### config.mk
export PLATFORM = sky130hd
export DESIGN_NAME = mem_access_unit_flat
export DESIGN_NICKNAME = d
export VERILOG_FILES = /design/src/rtl/mem_access_unit_if.sv /design/src/rtl/mem_access_unit.sv /design/src/flat_wrapper.sv
export SDC_FILE = /design/constraint.sdc
export NUM_CORES = 1
export LEC_CHECK = 0
export ABC_AREA = 1
export CORE_MARGIN = 3
export CORE_UTILIZATION = 50
export CTS_CLUSTER_DIAMETER = 30
export DETAILED_ROUTE_END_ITERATION = 16
export GPL_ROUTABILITY_DRIVEN = 0
export PLACE_DENSITY = 0.87
export SKIP_CTS_REPAIR_TIMING = 1
export SYNTH_ARGS = -nofsm -noshare
export SYNTH_HDL_FRONTEND = slang
export SYNTH_SLANG_ARGS = --single-unit
### constraint.sdc
create_clock -name clk_i -period 6.2 [get_ports clk_i]
set_input_delay 1.24 -clock clk_i [delete_from_list [all_inputs] [get_ports clk_i]]
set_output_delay 1.24 -clock clk_i [all_outputs]
set_load 0.005 [all_outputs]
### src/rtl/mem_access_unit_if.sv
// Request/response and data-bus signals of mem_access_unit, grouped for port connection.
// slave is the unit's view; master is the pipeline/bus environment's view.
interface mem_access_unit_if #(
  parameter int unsigned DATA_WIDTH = 32,
  parameter int unsigned ADDR_WIDTH = 32
);
  logic                      req_valid_i;
  logic                      req_ready_o;
  logic [3:0]                mem_ctrl_i;
  logic [ADDR_WIDTH-1:0]     addr_i;
  logic [DATA_WIDTH-1:0]     wdata_i;
  logic                      rsp_valid_o;
  logic [DATA_WIDTH-1:0]     rdata_o;
  logic                      err_o;
  logic                      bus_valid_o;
  logic                      bus_ready_i;
  logic                      bus_we_o;
  logic [DATA_WIDTH/8-1:0]   bus_be_o;
  logic [ADDR_WIDTH-1:0]     bus_addr_o;
  logic [DATA_WIDTH-1:0]     bus_wdata_o;
  logic                      bus_rvalid_i;
  logic [DATA_WIDTH-1:0]     bus_rdata_i;

  modport slave (
    input  req_valid_i, mem_ctrl_i, addr_i, wdata_i,
    input  bus_ready_i, bus_rvalid_i, bus_rdata_i,
    output req_ready_o, rsp_valid_o, rdata_o, err_o,
    output bus_valid_o, bus_we_o, bus_be_o, bus_addr_o, bus_wdata_o
  );

  modport master (
    output req_valid_i, mem_ctrl_i, addr_i, wdata_i,
    output bus_ready_i, bus_rvalid_i, bus_rdata_i,
    input  req_ready_o, rsp_valid_o, rdata_o, err_o,
    input  bus_valid_o, bus_we_o, bus_be_o, bus_addr_o, bus_wdata_o
  );
endinterface

### src/rtl/mem_access_unit.sv
// Memory-stage responder: turns MEM_* requests into aligned data-bus accesses
// and returns one formatted (sign/zero-extended) response per accepted request.
module mem_access_unit #(
  parameter int unsigned DATA_WIDTH = 32,
  parameter int unsigned ADDR_WIDTH = 32
) (
  input logic               clk_i,
  input logic               rst_i,
  mem_access_unit_if.slave  mau
);

  localparam int unsigned ADDR_OFFSET = DATA_WIDTH / 8;
  localparam int unsigned OFF_W       = $clog2(ADDR_OFFSET);
  localparam int unsigned BE_W        = ADDR_OFFSET;
  localparam bit          WIDE        = (DATA_WIDTH == 64);

  typedef enum logic [3:0] {
    MEM_IDLE = 4'd0,
    MEM_RB   = 4'd1,
    MEM_RBU  = 4'd2,
    MEM_RH   = 4'd3,
    MEM_RHU  = 4'd4,
    MEM_RW   = 4'd5,
    MEM_RWU  = 4'd6,
    MEM_RD   = 4'd7,
    MEM_WB   = 4'd8,
    MEM_WH   = 4'd9,
    MEM_WW   = 4'd10,
    MEM_WD   = 4'd11
  } mem_op_e;

  typedef enum logic [1:0] {IDLE, REQ, WAIT, RESP} state_e;

  state_e                  state_q, state_d;
  logic [3:0]              ctrl_q;
  logic [OFF_W-1:0]        off_q;
  logic [ADDR_WIDTH-1:0]   addr_q;
  logic [DATA_WIDTH-1:0]   wdata_q;
  logic [DATA_WIDTH-1:0]   rdata_q;
  logic                    err_q;

  logic                    accept;
  logic                    req_err;
  logic                    req_bus;
  logic [OFF_W-1:0]        off_in;
  logic                    is_store;
  logic                    load_done;
  logic [BE_W-1:0]         be;
  logic [DATA_WIDTH-1:0]   shifted;
  logic [DATA_WIDTH-1:0]   load_fmt;

  // Extension via left-align then shift back; bits == DATA_WIDTH degenerates to pass-through.
  function automatic logic [DATA_WIDTH-1:0] ext(input logic [DATA_WIDTH-1:0] v,
                                                input int unsigned bits,
                                                input logic sgn);
    logic [DATA_WIDTH-1:0] t;
    t = v << (DATA_WIDTH - bits);
    if (sgn) return $signed(t) >>> (DATA_WIDTH - bits);
    return t >> (DATA_WIDTH - bits);
  endfunction

  assign accept    = mau.req_valid_i && (state_q == IDLE);
  assign off_in    = mau.addr_i[OFF_W-1:0];
  assign is_store  = ctrl_q[3];
  assign load_done = (state_q == WAIT) && mau.bus_rvalid_i && !is_store;

  always_comb begin
    req_err = 1'b0;
    req_bus = 1'b1;
    case (mau.mem_ctrl_i)
      MEM_IDLE:                req_bus = 1'b0;
      MEM_RB, MEM_RBU, MEM_WB: req_err = 1'b0;
      MEM_RH, MEM_RHU, MEM_WH: req_err = off_in[0];
      MEM_RW, MEM_WW:          req_err = |off_in[1:0];
      MEM_RWU:                 req_err = !WIDE || (|off_in[1:0]);
      MEM_RD, MEM_WD:          req_err = !WIDE || (|off_in);
      default:                 req_err = 1'b1;
    endcase
    if (req_err) req_bus = 1'b0;
  end

  always_comb begin
    be = '1;
    case (ctrl_q)
      MEM_WB:  be = BE_W'(1) << off_q;
      MEM_WH:  be = BE_W'(3) << off_q;
      MEM_WW:  be = BE_W'(15) << off_q;
      default: be = '1;
    endcase
  end

  always_comb begin
    shifted  = mau.bus_rdata_i >> {off_q, 3'b000};
    load_fmt = shifted;
    case (ctrl_q)
      MEM_RB:  load_fmt = ext(shifted, 8, 1'b1);
      MEM_RBU: load_fmt = ext(shifted, 8, 1'b0);
      MEM_RH:  load_fmt = ext(shifted, 16, 1'b1);
      MEM_RHU: load_fmt = ext(shifted, 16, 1'b0);
      MEM_RW:  load_fmt = ext(shifted, 32, 1'b1);
      MEM_RWU: load_fmt = ext(shifted, 32, 1'b0);
      default: load_fmt = shifted;
    endcase
  end

  always_ff @(posedge clk_i or posedge rst_i) begin
    if (rst_i) state_q <= IDLE;
    else       state_q <= state_d;
  end

  always_comb begin
    state_d             = state_q;
    mau.req_ready_o     = 1'b0;
    mau.rsp_valid_o     = 1'b0;
    mau.rdata_o         = '0;
    mau.err_o           = 1'b0;
    mau.bus_valid_o     = 1'b0;
    mau.bus_we_o        = 1'b0;
    mau.bus_be_o        = '0;
    mau.bus_addr_o      = '0;
    mau.bus_wdata_o     = '0;
    case (state_q)
      IDLE: begin
        mau.req_ready_o = 1'b1;
        if (accept) state_d = req_bus ? REQ : RESP;
      end
      REQ: begin
        mau.bus_valid_o = 1'b1;
        mau.bus_we_o    = is_store;
        mau.bus_be_o    = be;
        mau.bus_addr_o  = addr_q;
        mau.bus_wdata_o = wdata_q << {off_q, 3'b000};
        if (mau.bus_ready_i) state_d = WAIT;
      end
      WAIT: begin
        if (mau.bus_rvalid_i) state_d = RESP;
      end
      RESP: begin
        mau.rsp_valid_o = 1'b1;
        mau.rdata_o     = rdata_q;
        mau.err_o       = err_q;
        state_d         = IDLE;
      end
      default: state_d = IDLE;
    endcase
  end

  // rdata_q is cleared on accept so stores, idles and errors respond with zero.
  always_ff @(posedge clk_i or posedge rst_i) begin
    if (rst_i) begin
      ctrl_q  <= '0;
      off_q   <= '0;
      addr_q  <= '0;
      wdata_q <= '0;
      rdata_q <= '0;
      err_q   <= 1'b0;
    end else if (accept) begin
      ctrl_q  <= mau.mem_ctrl_i;
      off_q   <= off_in;
      addr_q  <= {mau.addr_i[ADDR_WIDTH-1:OFF_W], {OFF_W{1'b0}}};
      wdata_q <= mau.wdata_i;
      rdata_q <= '0;
      err_q   <= req_err;
    end else if (load_done) begin
      rdata_q <= load_fmt;
    end
  end

endmodule

### src/flat_wrapper.sv
// flat-port wrapper written by rule: the top's interface ports become plain ports
module mem_access_unit_flat 
#(
  parameter int unsigned DATA_WIDTH = 32,
  parameter int unsigned ADDR_WIDTH = 32
)
  (clk_i, rst_i, mau_req_valid_i, mau_mem_ctrl_i, mau_addr_i, mau_wdata_i, mau_bus_ready_i, mau_bus_rvalid_i, mau_bus_rdata_i, mau_req_ready_o, mau_rsp_valid_o, mau_rdata_o, mau_err_o, mau_bus_valid_o, mau_bus_we_o, mau_bus_be_o, mau_bus_addr_o, mau_bus_wdata_o);
  mem_access_unit_if #(.DATA_WIDTH(DATA_WIDTH), .ADDR_WIDTH(ADDR_WIDTH)) mau_i ();
  input logic clk_i;
  input logic rst_i;
  input wire logic [$bits(mau_i.req_valid_i)-1:0] mau_req_valid_i;
  input wire logic [$bits(mau_i.mem_ctrl_i)-1:0] mau_mem_ctrl_i;
  input wire logic [$bits(mau_i.addr_i)-1:0] mau_addr_i;
  input wire logic [$bits(mau_i.wdata_i)-1:0] mau_wdata_i;
  input wire logic [$bits(mau_i.bus_ready_i)-1:0] mau_bus_ready_i;
  input wire logic [$bits(mau_i.bus_rvalid_i)-1:0] mau_bus_rvalid_i;
  input wire logic [$bits(mau_i.bus_rdata_i)-1:0] mau_bus_rdata_i;
  output wire logic [$bits(mau_i.req_ready_o)-1:0] mau_req_ready_o;
  output wire logic [$bits(mau_i.rsp_valid_o)-1:0] mau_rsp_valid_o;
  output wire logic [$bits(mau_i.rdata_o)-1:0] mau_rdata_o;
  output wire logic [$bits(mau_i.err_o)-1:0] mau_err_o;
  output wire logic [$bits(mau_i.bus_valid_o)-1:0] mau_bus_valid_o;
  output wire logic [$bits(mau_i.bus_we_o)-1:0] mau_bus_we_o;
  output wire logic [$bits(mau_i.bus_be_o)-1:0] mau_bus_be_o;
  output wire logic [$bits(mau_i.bus_addr_o)-1:0] mau_bus_addr_o;
  output wire logic [$bits(mau_i.bus_wdata_o)-1:0] mau_bus_wdata_o;
  assign mau_i.req_valid_i = mau_req_valid_i;
  assign mau_i.mem_ctrl_i = mau_mem_ctrl_i;
  assign mau_i.addr_i = mau_addr_i;
  assign mau_i.wdata_i = mau_wdata_i;
  assign mau_i.bus_ready_i = mau_bus_ready_i;
  assign mau_i.bus_rvalid_i = mau_bus_rvalid_i;
  assign mau_i.bus_rdata_i = mau_bus_rdata_i;
  assign mau_req_ready_o = mau_i.req_ready_o;
  assign mau_rsp_valid_o = mau_i.rsp_valid_o;
  assign mau_rdata_o = mau_i.rdata_o;
  assign mau_err_o = mau_i.err_o;
  assign mau_bus_valid_o = mau_i.bus_valid_o;
  assign mau_bus_we_o = mau_i.bus_we_o;
  assign mau_bus_be_o = mau_i.bus_be_o;
  assign mau_bus_addr_o = mau_i.bus_addr_o;
  assign mau_bus_wdata_o = mau_i.bus_wdata_o;
  mem_access_unit #(.DATA_WIDTH(DATA_WIDTH), .ADDR_WIDTH(ADDR_WIDTH)) u_core (.clk_i(clk_i), .rst_i(rst_i), .mau(mau_i));
endmodule
# Word level (Yosys, flattened, before mapping)
# Index checks and enable logic that the tools add are counted.
[op_classes]
reduce_logical = 12
eq_ne = 21
mux = 25
shifts = 5
[ops]
columns = ["operator", "n"]
rows = [
  ["two-way mux 32 bit", 7],
  ["case mux 32 bit (4 select lines)", 1],
  ["left shift 32 x 5 -> 32 bit", 1],
  ["right shift 32 x 5 -> 32 bit", 1],
  ["equality test 4 bit (second input constant)", 6],
  ["equality test 4 x 2 -> 1 bit (second input constant)", 4],
  ["equality test 4 x 3 -> 1 bit (second input constant)", 3],
  ["case mux 4 bit (3 select lines)", 1],
  ["two-way mux 1 bit", 9],
  ["equality test 4 x 1 -> 1 bit (second input constant)", 2],
  ["two-way mux 2 bit", 4],
  ["case mux 2 bit (4 select lines)", 1],
  ["equality test 2 bit (second input constant)", 2],
  ["logical NOT 4 bit", 1],
  ["two-way mux 4 bit", 1],
  ["inequality test 2 bit (second input constant)", 2],
  ["OR reduction 2 bit", 2],
  ["OR reduction 4 bit", 1],
  ["left shift 1 x 2 -> 4 bit (first input constant)", 1],
  ["left shift 2 x 2 -> 4 bit (first input constant)", 1],
  ["left shift 4 x 2 -> 4 bit (first input constant)", 1],
  ["logical AND 1 bit", 3],
  ["case mux 1 bit (3 select lines)", 1],
  ["AND reduction 3 bit", 1],
  ["other kinds (6)", 6],
]
[word_totals]
output_inout_bits = 105
inputBits = 105
elab_cells = 70
ff_bits = 103

# Depth between registers and ports, before layout
# Gate-level depths: netlist of the first run.
[logic_depth]
depth_word = 7
mapped_depth = 10
mapped_depth_nobuf = 9

# Least setup slack after synthesis of the first run
# No wires, ideal clock.
[synth_timing]
path_type = "reg-to-output"
start = "reg u_core.state_q[1]"
end = "out mau_bus_wdata_o[10]"
stages_incl_launch_ff = 9
slack_ps = 3543
required_ps = 4960
path_buffers = 2
arrival_ps = 1417
cell_sequence = "dfrtp_1 > inv_1 > ha_1 > buf_2 > inv_2 > nor2_4 > inv_2 > buf_2 > nor2_1"
[synth_via]
elab_chain_len = 2
[synth_lines]
columns = ["item", "line", "rtl"]
rows = [
  ["from (decl)", "mem_access_unit.sv:34", "state_e state_q, state_d;"],
  ["from (signal assigned)", "mem_access_unit.sv:108", "else state_q <= state_d;"],
  ["equality test 2 x 1 -> 1 bit", "mem_access_unit.sv:122", "case (state_q)"],
  ["two-way mux 32 bit", "mem_access_unit.sv:122", ""],
  ["to (decl)", "flat_wrapper.sv:26", "output wire logic [$bits(mau_i.bus_wdata_o)-1:0] mau_bus_wdata_o;"],
]
# No other way between the ends.

# Final worst setup path of the first run
[layout_timing]
start = "reg u_core.state_q[1]"
end = "out mau_bus_wdata_o[26]"
# Same word-level chain as after synthesis.

==> impl_metrics.csv, run 1 <==
group,metric,value,unit
outcome,status,"finished, final reports clean",
sta,setup_slack,2.28,ns
worst_setup_path,cpPeakStageDelay,0.57,ns
worst_setup_path,start_kind,"register",
pwr,peakVddDrop,0.267,mV
placed_design,dp.cells,1221,
synth,synthTopCellsByArea,"dfrtp_1 43%, nand2_1 26%, inv_1 7.3%",
final_layout,layout-drive-gt1-share,3.47,%
cts,cts_tree,"yes",
route,drc,0,
synth,yosysTopAreaCellShare,42.6,%
global_route,grt-ovfl-total,0,
worst_setup_path,crit_slowest_cell,"clkdlybuf4s50_1",
worst_setup_path,endpoint_kind,"primary output",
pwr,powerDensity,437,nW/um^2
synth,syn_area_per_cell,6.60,sq um
sta,maxSlewHeadroom,22.2,%
worst_setup_path,cp_cell_sequence,"inv_1 -> ha_1 -> inv_2 -> nor2_4 -> inv_2 -> o32ai_1 -> clkdlybuf4s50_1",
synth,synthesis.area,6050,sq um
sta,finalHoldViolCount,0,
worst_setup_path,crit_family,"buffers and inverters",
floorplanning,std_cell_rows,39,
worst_setup_path,crit_required,4.96,ns
global_route,grt_pass1_wl,29100,um
cts,clock-sinks,103,
floorplanning,core,11600,sq um
route,finalWirelength,18000,um
sta,finalSetupViolations,0,
route,avgViaCountPerCell,5.16,
sta,max_freq,0.255,GHz
worst_setup_path,crit_arrival,2.68,ns
route,ant_nets,0,
sta,tightest_slew,1.16,ns
route,via_count,6380,
sta,slew_viol_final,0,
worst_setup_path,worstPathMaxFanout,17,
sta,finalCritPeriodShare,63.2,%
final_layout,insertedDiodeCount,0,
cts,clk_latency,0.34,ns
global_route,grt_util_all_layers,27.0,%
final_layout,final_nets,1198,
placed_design,pre_cts_ws,2.42,ns
floorplanning,initial_core_util,52.1,%
placed_design,place_hpwl,12800,um
placed_design,port_buffers,207,
sta,fin_tns_setup,0,ns
final_layout,fin_util,72.2,%
synth,syn_inst,916,
route,drtPass1Iterations,5,
cts,cts.reportedPaths.clkPinSlew,0.07,ns
floorplanning,die_w,116,um
worst_hold_path,min_path_type,"register to register",
floorplanning,die_h,116,um
synth,ys_types,29,
cts,numCtsBuffers,9,
worst_setup_path,critPathMostFrequentCell,"inv_2",
floorplanning,ios,210,
final_layout,area_delta_synth_final,38.6,%
worst_setup_path,worstPathBufferInverterCount,4,
pwr,power,3.66,mW
sta,skew,0.00959,ns
floorplanning,design.die.area,13500,sq um
synth,yosysWarnings,0,
pwr,p_leak,4.59,nW
route,drtIter0Drc,573,
cts,h-tree-depth,3,
route,routedWlPerCell,14.5,um
sta,layout_min_cycle_time,3.92,ns
cts,clock_tree.root_cell,"clkbuf_16",
global_route,grt_max_degree,89,
synth,synth_top_cell_by_area,"dfrtp_1",
sta,rsz0062_at_grt,"false",
global_route,grt_pass1_vias,6078,
global_route,antenna_found_initial,0,
synth,synth.yosys.seq_area_share,42.6,%
run,maxCapViolations,0,
worst_setup_path,worstSetupPathType,"register to primary output",
synth,ys_ff_latch,103,
cts,cts_buffer_depth,2,
final_layout,layout.cells.non_filler,1237,
## area by class of cell
type                    instances  area (sq um)
fillers                       928          3230
multi-input cells             641          2730
flip-flops and latches        103          2580
repair buffers                213          2120
inverters                     121           457
clock buffers                  10           239
well taps                     143           179
clock inverters                 6          81.3
## synthesized netlist by cell type, drive strengths merged
cell type	n
nand2	426
inv	121
dfrtp	103
o21ai	70
nor2	67
buf	38
nand3	32
clkbuf	14
a21oi	13
nor3	7
o32ai	7
ha	4
o22ai	4
o211ai	3
a31oi	2
o221ai	2
conb	1
nand3b	1
o21bai	1
## state kept, by name, summed over array words and instances, names as in the netlist
register	count
u_core.ctrl_q	4
u_core.rdata_q	32
u_core.wdata_q	32
u_core.addr_q	30
u_core.off_q	2
u_core.state_q	2
u_core.err_q	1
## placed cells by master (no fill, tap or decap), types with 4 or more instances in the layout
master	n
clkinv_4	4
clkbuf_16	9
inv_2	4
dfrtp_1	102
nand3_1	29
nor3_1	7
inv_1	116
o22ai_1	4
ha_1	4
o21ai_0	67
buf_4	6
nand2_1	424
o32ai_1	7
clkdlybuf4s50_1	207
nor2_1	63
a21oi_1	13
## where the power goes
| group | internal [mW] | total, mW | switching [mW] |
|---|---|---|---|
| clock | 0.331 | 0.595 | 0.264 |
| sequential | 0.977 | 1.17 | 0.191 |
| combinational | 0.776 | 1.90 | 1.12 |
## per-layer routing
layer	wire, um	vias up	global-route usage [%]
met1	7320	2939	34.4
met4	486	0	8.89
met3	1590	38	6.89
met2	8580	290	44.9
met5	0	-	0
li1	-	3113	-
## per-stage QoR
step / hold WS, ns / cell area (sq um)
finish: 0.481 / 8380
global route: 0.500 / 8380
CTS: 0.481 / 8380
detailed placement: 0.464 / 8060
global placement: 0.459 / 8060
floorplan: 0.444 / 6050
## logic make-up after synthesis
group | count (synthesis) | share of synthesized area, %
compound gates | 102 | 9.29
fa+ha+maj | 4 | 0.827
buf+inv | 173 | 12.3
flops | 103 | 42.6
other cells | 1 | 0.0620
simple gates | 533 | 34.9
## worst paths after layout
kind,startpoint,endpoint,slack (ns),depth (start not counted)
hold / removal,u_core.wdata_q[30],u_core.wdata_q[30],0.48,2
setup reg to reg,u_core.state_q[0],u_core.rdata_q[20],3.28,9
min in group asynchronous,rst_i,u_core.addr_q[19],1.33,2
hold reg to reg,u_core.wdata_q[30],u_core.wdata_q[30],0.48,2
setup / recovery,u_core.state_q[1],mau_bus_wdata_o[26],2.28,7
max in group asynchronous,rst_i,u_core.off_q[0],3.68,3
## tightest hold or removal path, stage by stage, from the launching register on
cell     delay [ns]
dfrtp_1        0.34
nand2_1        0.06
nand2_1        0.05
No activity file was read; power rests on OpenSTA's default activity.
==> run 2: changes to the inputs <==
Settings changed: CORE_UTILIZATION 50 to 46, PLACE_DENSITY 0.87 to 0.81.
Clock period 6.2 ns to 3.9 ns, I/O delays scaled along.
==> impl_metrics.csv, run 2 (same netlist as run 1, synthesis figures left out) <==
group,metric,value,unit
run,maxCapViolations,0,
worst_setup_path,endpoint_kind,"primary output",
cts,clock-sinks,103,
route,avgViaCountPerCell,4.93,
worst_setup_path,crit_required,3.12,ns
global_route,grt-ovfl-total,0,
final_layout,fin_util,66.7,%
worst_setup_path,worstSetupPathType,"register to primary output",
final_layout,layout.cells.non_filler,1270,
cts,h-tree-depth,3,
cts,cts_buffer_depth,2,
pwr,powerDensity,699,nW/um^2
sta,finalSetupViolations,0,
floorplanning,ios,210,
route,drtPass1Iterations,5,
floorplanning,core,12700,sq um
pwr,peakVddDrop,0.350,mV
final_layout,final_nets,1202,
placed_design,port_buffers,207,
sta,setup_slack,0.515,ns
sta,maxSlewHeadroom,49.6,%
final_layout,mostFrequentLayoutCells,"424 x nand2_1, 207 x clkdlybuf4s50_1, 116 x inv_1",
cts,clk_latency,0.34,ns
sta,layout_min_cycle_time,3.38,ns
sta,max_freq,0.295,GHz
floorplanning,initial_core_util,47.6,%
final_layout,insertedDiodeCount,0,
route,finalWirelength,18300,um
final_layout,final_common_cell,"nand2_1",
route,routedWlPerCell,14.4,um
floorplanning,design.die.area,14600,sq um
sta,rsz0062_at_grt,"false",
floorplanning,std_cell_rows,41,
worst_setup_path,r2r_cells,9,
route,drc,0,
cts,cts_tree,"yes",
final_layout,reg.largest.list,"u_core.rdata_q: 32 flops, u_core.wdata_q: 32 flops, u_core.addr_q: 30 flops",
global_route,antenna_found_initial,0,
placed_design,pre_cts_ws,0.940,ns
sta,skew,0.00561,ns
worst_hold_path,min_delay_path_depth,2,
route,drtIter0Drc,617,
worst_hold_path,min_path_type,"register to register",
floorplanning,die_h,121,um
global_route,grt_pass1_vias,6068,
floorplanning,die_w,121,um
pwr,p_leak,4.63,nW
placed_design,dp.cells,1254,
sta,finalHoldViolCount,0,
cts,clock_tree.root_cell,"clkbuf_16",
route,via_count,6263,
cts,numCtsBuffers,9,
sta,fin_tns_setup,0,ns
final_layout,area_delta_synth_final,40.3,%
worst_setup_path,crit_arrival,2.60,ns
global_route,grt_max_degree,78,
route,ant_nets,0,
global_route,grt_pass1_wl,29600,um
pwr,power,5.93,mW
global_route,grt_util_all_layers,25.2,%
final_layout,layout-drive-gt1-share,3.83,%
cts,cts.reportedPaths.clkPinSlew,0.07,ns
worst_setup_path,start_kind,"register",
sta,slew_viol_final,0,
sta,finalCritPeriodShare,86.8,%
worst_setup_path,worstPathMaxFanout,37,
outcome,status,"finished, final reports clean",
placed_design,place_hpwl,13000,um
sta,tightest_slew,0.756,ns
## run 2: cell types whose count changed in the layout (fill, tap and decap cells not counted), sizes merged
cell    previous run  this run
inv              121       123
bufinv             1         3
clkinv             5         2
clkbuf            10         9
buf                6        10
## run 2: report_power, final
group | total [mW] | switching, mW | leakage (nW) | internal, mW
Clock | 1.05 | 0.419 | 0.170 | 0.631
Combinational | 2.98 | 1.73 | 3.15 | 1.24
Sequential | 1.90 | 0.349 | 1.31 | 1.55
Total | 5.93 | 2.50 | 4.63 | 3.43
## run 2: per-stage QoR
stage          area (sq um)  hold slack (ns)
6_report               8490            0.480
3_3_place_gp           8140            0.461
3_5_place_dp           8140            0.461
5_1_grt                8490            0.497
4_1_cts                8490            0.479
2_1_floorplan          6050            0.444
## run 2: final timing paths
| path | slack [ns] | start | endpoint |
|---|---|---|---|
| worst min-delay path | 0.48 | u_core.wdata_q[31] | u_core.wdata_q[31] |
| min in group asynchronous | 0.92 | rst_i | u_core.addr_q[16] |
| max in group asynchronous | 2.27 | rst_i | u_core.wdata_q[22] |
| worst max-delay path | 0.52 | u_core.off_q[0] | mau_bus_wdata_o[30] |
| worst max register to register | 1.54 | u_core.state_q[0] | u_core.rdata_q[17] |
| worst min register to register | 0.48 | u_core.wdata_q[31] | u_core.wdata_q[31] |
## run 2: routing by layer
| metal | vias to the layer above | wire (um) | GRT usage, % |
|---|---|---|---|
| li1 | 3120 | - | - |
| met1 | 2891 | 7640 | 32.1 |
| met2 | 225 | 8860 | 41.3 |
| met3 | 27 | 1420 | 7.20 |
| met4 | 0 | 384 | 8.43 |
| met5 | - | 0 | 0 |
## run 2: critical path, stage by stage, from the launching register on
cell	delay, ns
dfrtp_2	0.71
buf_4	0.32
buf_4	0.34
o21ai_0	0.16
o22ai_1	0.19
clkdlybuf4s50_1	0.54
## run 2: cell type report
class / instances / area (sq um)
clock buffer: 9 / 225
tap: 172 / 215
clock inverter: 7 / 118
fill: 1144 / 4240
multi-input combinational: 641 / 2730
timing repair buffer: 217 / 2160
sequential: 103 / 2580
inverter: 121 / 457
==> run 3: changes to the inputs <==
Settings changed: CELL_PAD_IN_SITES_DETAIL_PLACEMENT from default to 1, CELL_PAD_IN_SITES_GLOBAL_PLACEMENT from default to 2, CORE_UTILIZATION 46 to 24, PLACE_DENSITY 0.81 to default, PLACE_DENSITY_LB_ADDON from default to 0.1, SLEW_MARGIN from default to 20.
==> impl_metrics.csv, run 3 (same netlist as run 1, synthesis figures left out) <==
group,metric,value,unit
floorplanning,die_w,165,um
global_route,grt_max_degree,78,
pwr,powerDensity,683,nW/um^2
final_layout,mostFrequentLayoutCells,"424 x nand2_1, 207 x clkdlybuf4s50_1, 116 x inv_1",
final_layout,fillers,3125,
cts,clock_tree.root_cell,"clkbuf_16",
cts,h-tree-depth,3,
global_route,grt_pass1_wl,35600,um
worst_setup_path,worstSetupPathType,"register to primary output",
worst_setup_path,startpoint,"u_core.off_q[0]",
placed_design,port_buffers,207,
final_layout,final_nets,1201,
route,drc,0,
cts,cts.reportedPaths.clkPinSlew,0.08,ns
route,routedWlPerCell,15.8,um
final_layout,area_delta_synth_final,42.3,%
final_layout,reg.largest.list,"u_core.rdata_q: 32 flops, u_core.wdata_q: 32 flops, u_core.addr_q: 30 flops",
floorplanning,die_h,165,um
worst_setup_path,r2r_start,"u_core.state_q[0]",
worst_hold_path,min_path_type,"register to register",
sta,skew,0.00706,ns
global_route,grt_pass1_vias,6424,
global_route,grt-ovfl-total,0,
worst_setup_path,endpoint_kind,"primary output",
sta,max_freq,0.296,GHz
cts,numCtsBuffers,9,
sta,layout_min_cycle_time,3.38,ns
sta,rsz0062_at_grt,"false",
cts,cts_tree,"yes",
sta,slew_viol_final,0,
worst_setup_path,crit_arrival,2.60,ns
route,finalWirelength,22500,um
final_layout,final_common_cell,"nand2_1",
pwr,p_leak,4.58,nW
outcome,status,"finished, final reports clean",
floorplanning,ios,210,
route,drtIter0Drc,244,
worst_setup_path,worstPathMaxFanout,54,
sta,finalHoldViolCount,0,
run,maxCapViolations,0,
floorplanning,initial_core_util,24.7,%
final_layout,fin_util,35.1,%
sta,finalSetupViolations,0,
sta,maxSlewHeadroom,45.9,%
worst_setup_path,crit_required,3.12,ns
worst_setup_path,start_kind,"register",
floorplanning,core,24500,sq um
floorplanning,std_cell_rows,57,
final_layout,layout-drive-gt1-share,3.74,%
global_route,antenna_found_initial,1,
placed_design,place_hpwl,16800,um
cts,clock-sinks,103,
sta,tightest_slew,0.811,ns
sta,fin_tns_setup,0,ns
worst_hold_path,hold_start,"u_core.addr_q[19]",
route,via_count,6156,
global_route,grt_util_all_layers,16.9,%
sta,finalCritPeriodShare,86.7,%
route,avgViaCountPerCell,4.33,
cts,clk_latency,0.35,ns
pwr,peakVddDrop,0.225,mV
floorplanning,design.die.area,27100,sq um
final_layout,insertedDiodeCount,0,
route,drtPass1Iterations,4,
route,ant_nets,0,
cts,cts_buffer_depth,2,
run 3: stage by stage:
step | std cells | cell area (sq um) | hold WS (ns) | power [mW] | setup slack (ns)
floorplan | 917 | 6050 | 0.444 | 3.75 | 0.416
CTS | 1421 | 8610 | 0.484 | 6.03 | 0.489
detailed placement | 1405 | 8330 | 0.464 | 5.08 | 0.864
finish | 1421 | 8610 | 0.483 | 5.88 | 0.517
global placement | 1405 | 8330 | 0.462 | 5.06 | 0.906
global route | 1421 | 8610 | 0.510 | 6.51 | 0.273
run 3: layer usage:
| metal | wire [um] | vias to the layer above | part of all wire (%) | track usage [%] |
|---|---|---|---|---|
| met1 | 9940 | 2862 | 44 | 22.0 |
| met2 | 10800 | 151 | 48 | 27.9 |
| met3 | 1430 | 19 | 6.3 | 4.49 |
| met5 | 13 | - | 0.058 | 0 |
| li1 | - | 3122 | - | - |
| met4 | 356 | 2 | 1.6 | 4.42 |
run 3: path summary, 6_finish.rpt:
check | endpoint | slack, ns | cells after the start
worst min-delay path | u_core.addr_q[19] | 0.48 | 2
worst min register to register | u_core.addr_q[19] | 0.48 | 2
min in group asynchronous | u_core.rdata_q[11] | 0.91 | 2
max in group asynchronous | u_core.rdata_q[25] | 2.27 | 3
worst max register to register | u_core.rdata_q[22] | 1.48 | 9
worst max-delay path | mau_bus_wdata_o[27] | 0.52 | 4
run 3: final cells by class:
cell class	instances	area (sq um)	share of cell area, %
Timing Repair Buffer	216	2150	25.0
Clock buffer	9	225	2.62
Inverter	121	457	5.31
Clock inverter	7	56.3	0.654
Sequential cell	103	2580	30.0
Multi-Input combinational cell	641	2730	31.7
Tap cell	324	405	4.71
run 3: power breakdown:
group | switching (mW) | internal, mW | leakage (nW)
combinational | 1.81 | 1.24 | 3.14
clock | 0.466 | 0.443 | 0.130
sequential | 0.363 | 1.55 | 1.31
run 3: worst max-delay path, cell delays in order, from the launching register on:
cell and delay, ns:
dfrtp_2 0.72, buf_4 0.53, nor2_1 0.12, o32ai_1 0.31, clkdlybuf4s50_1 0.55
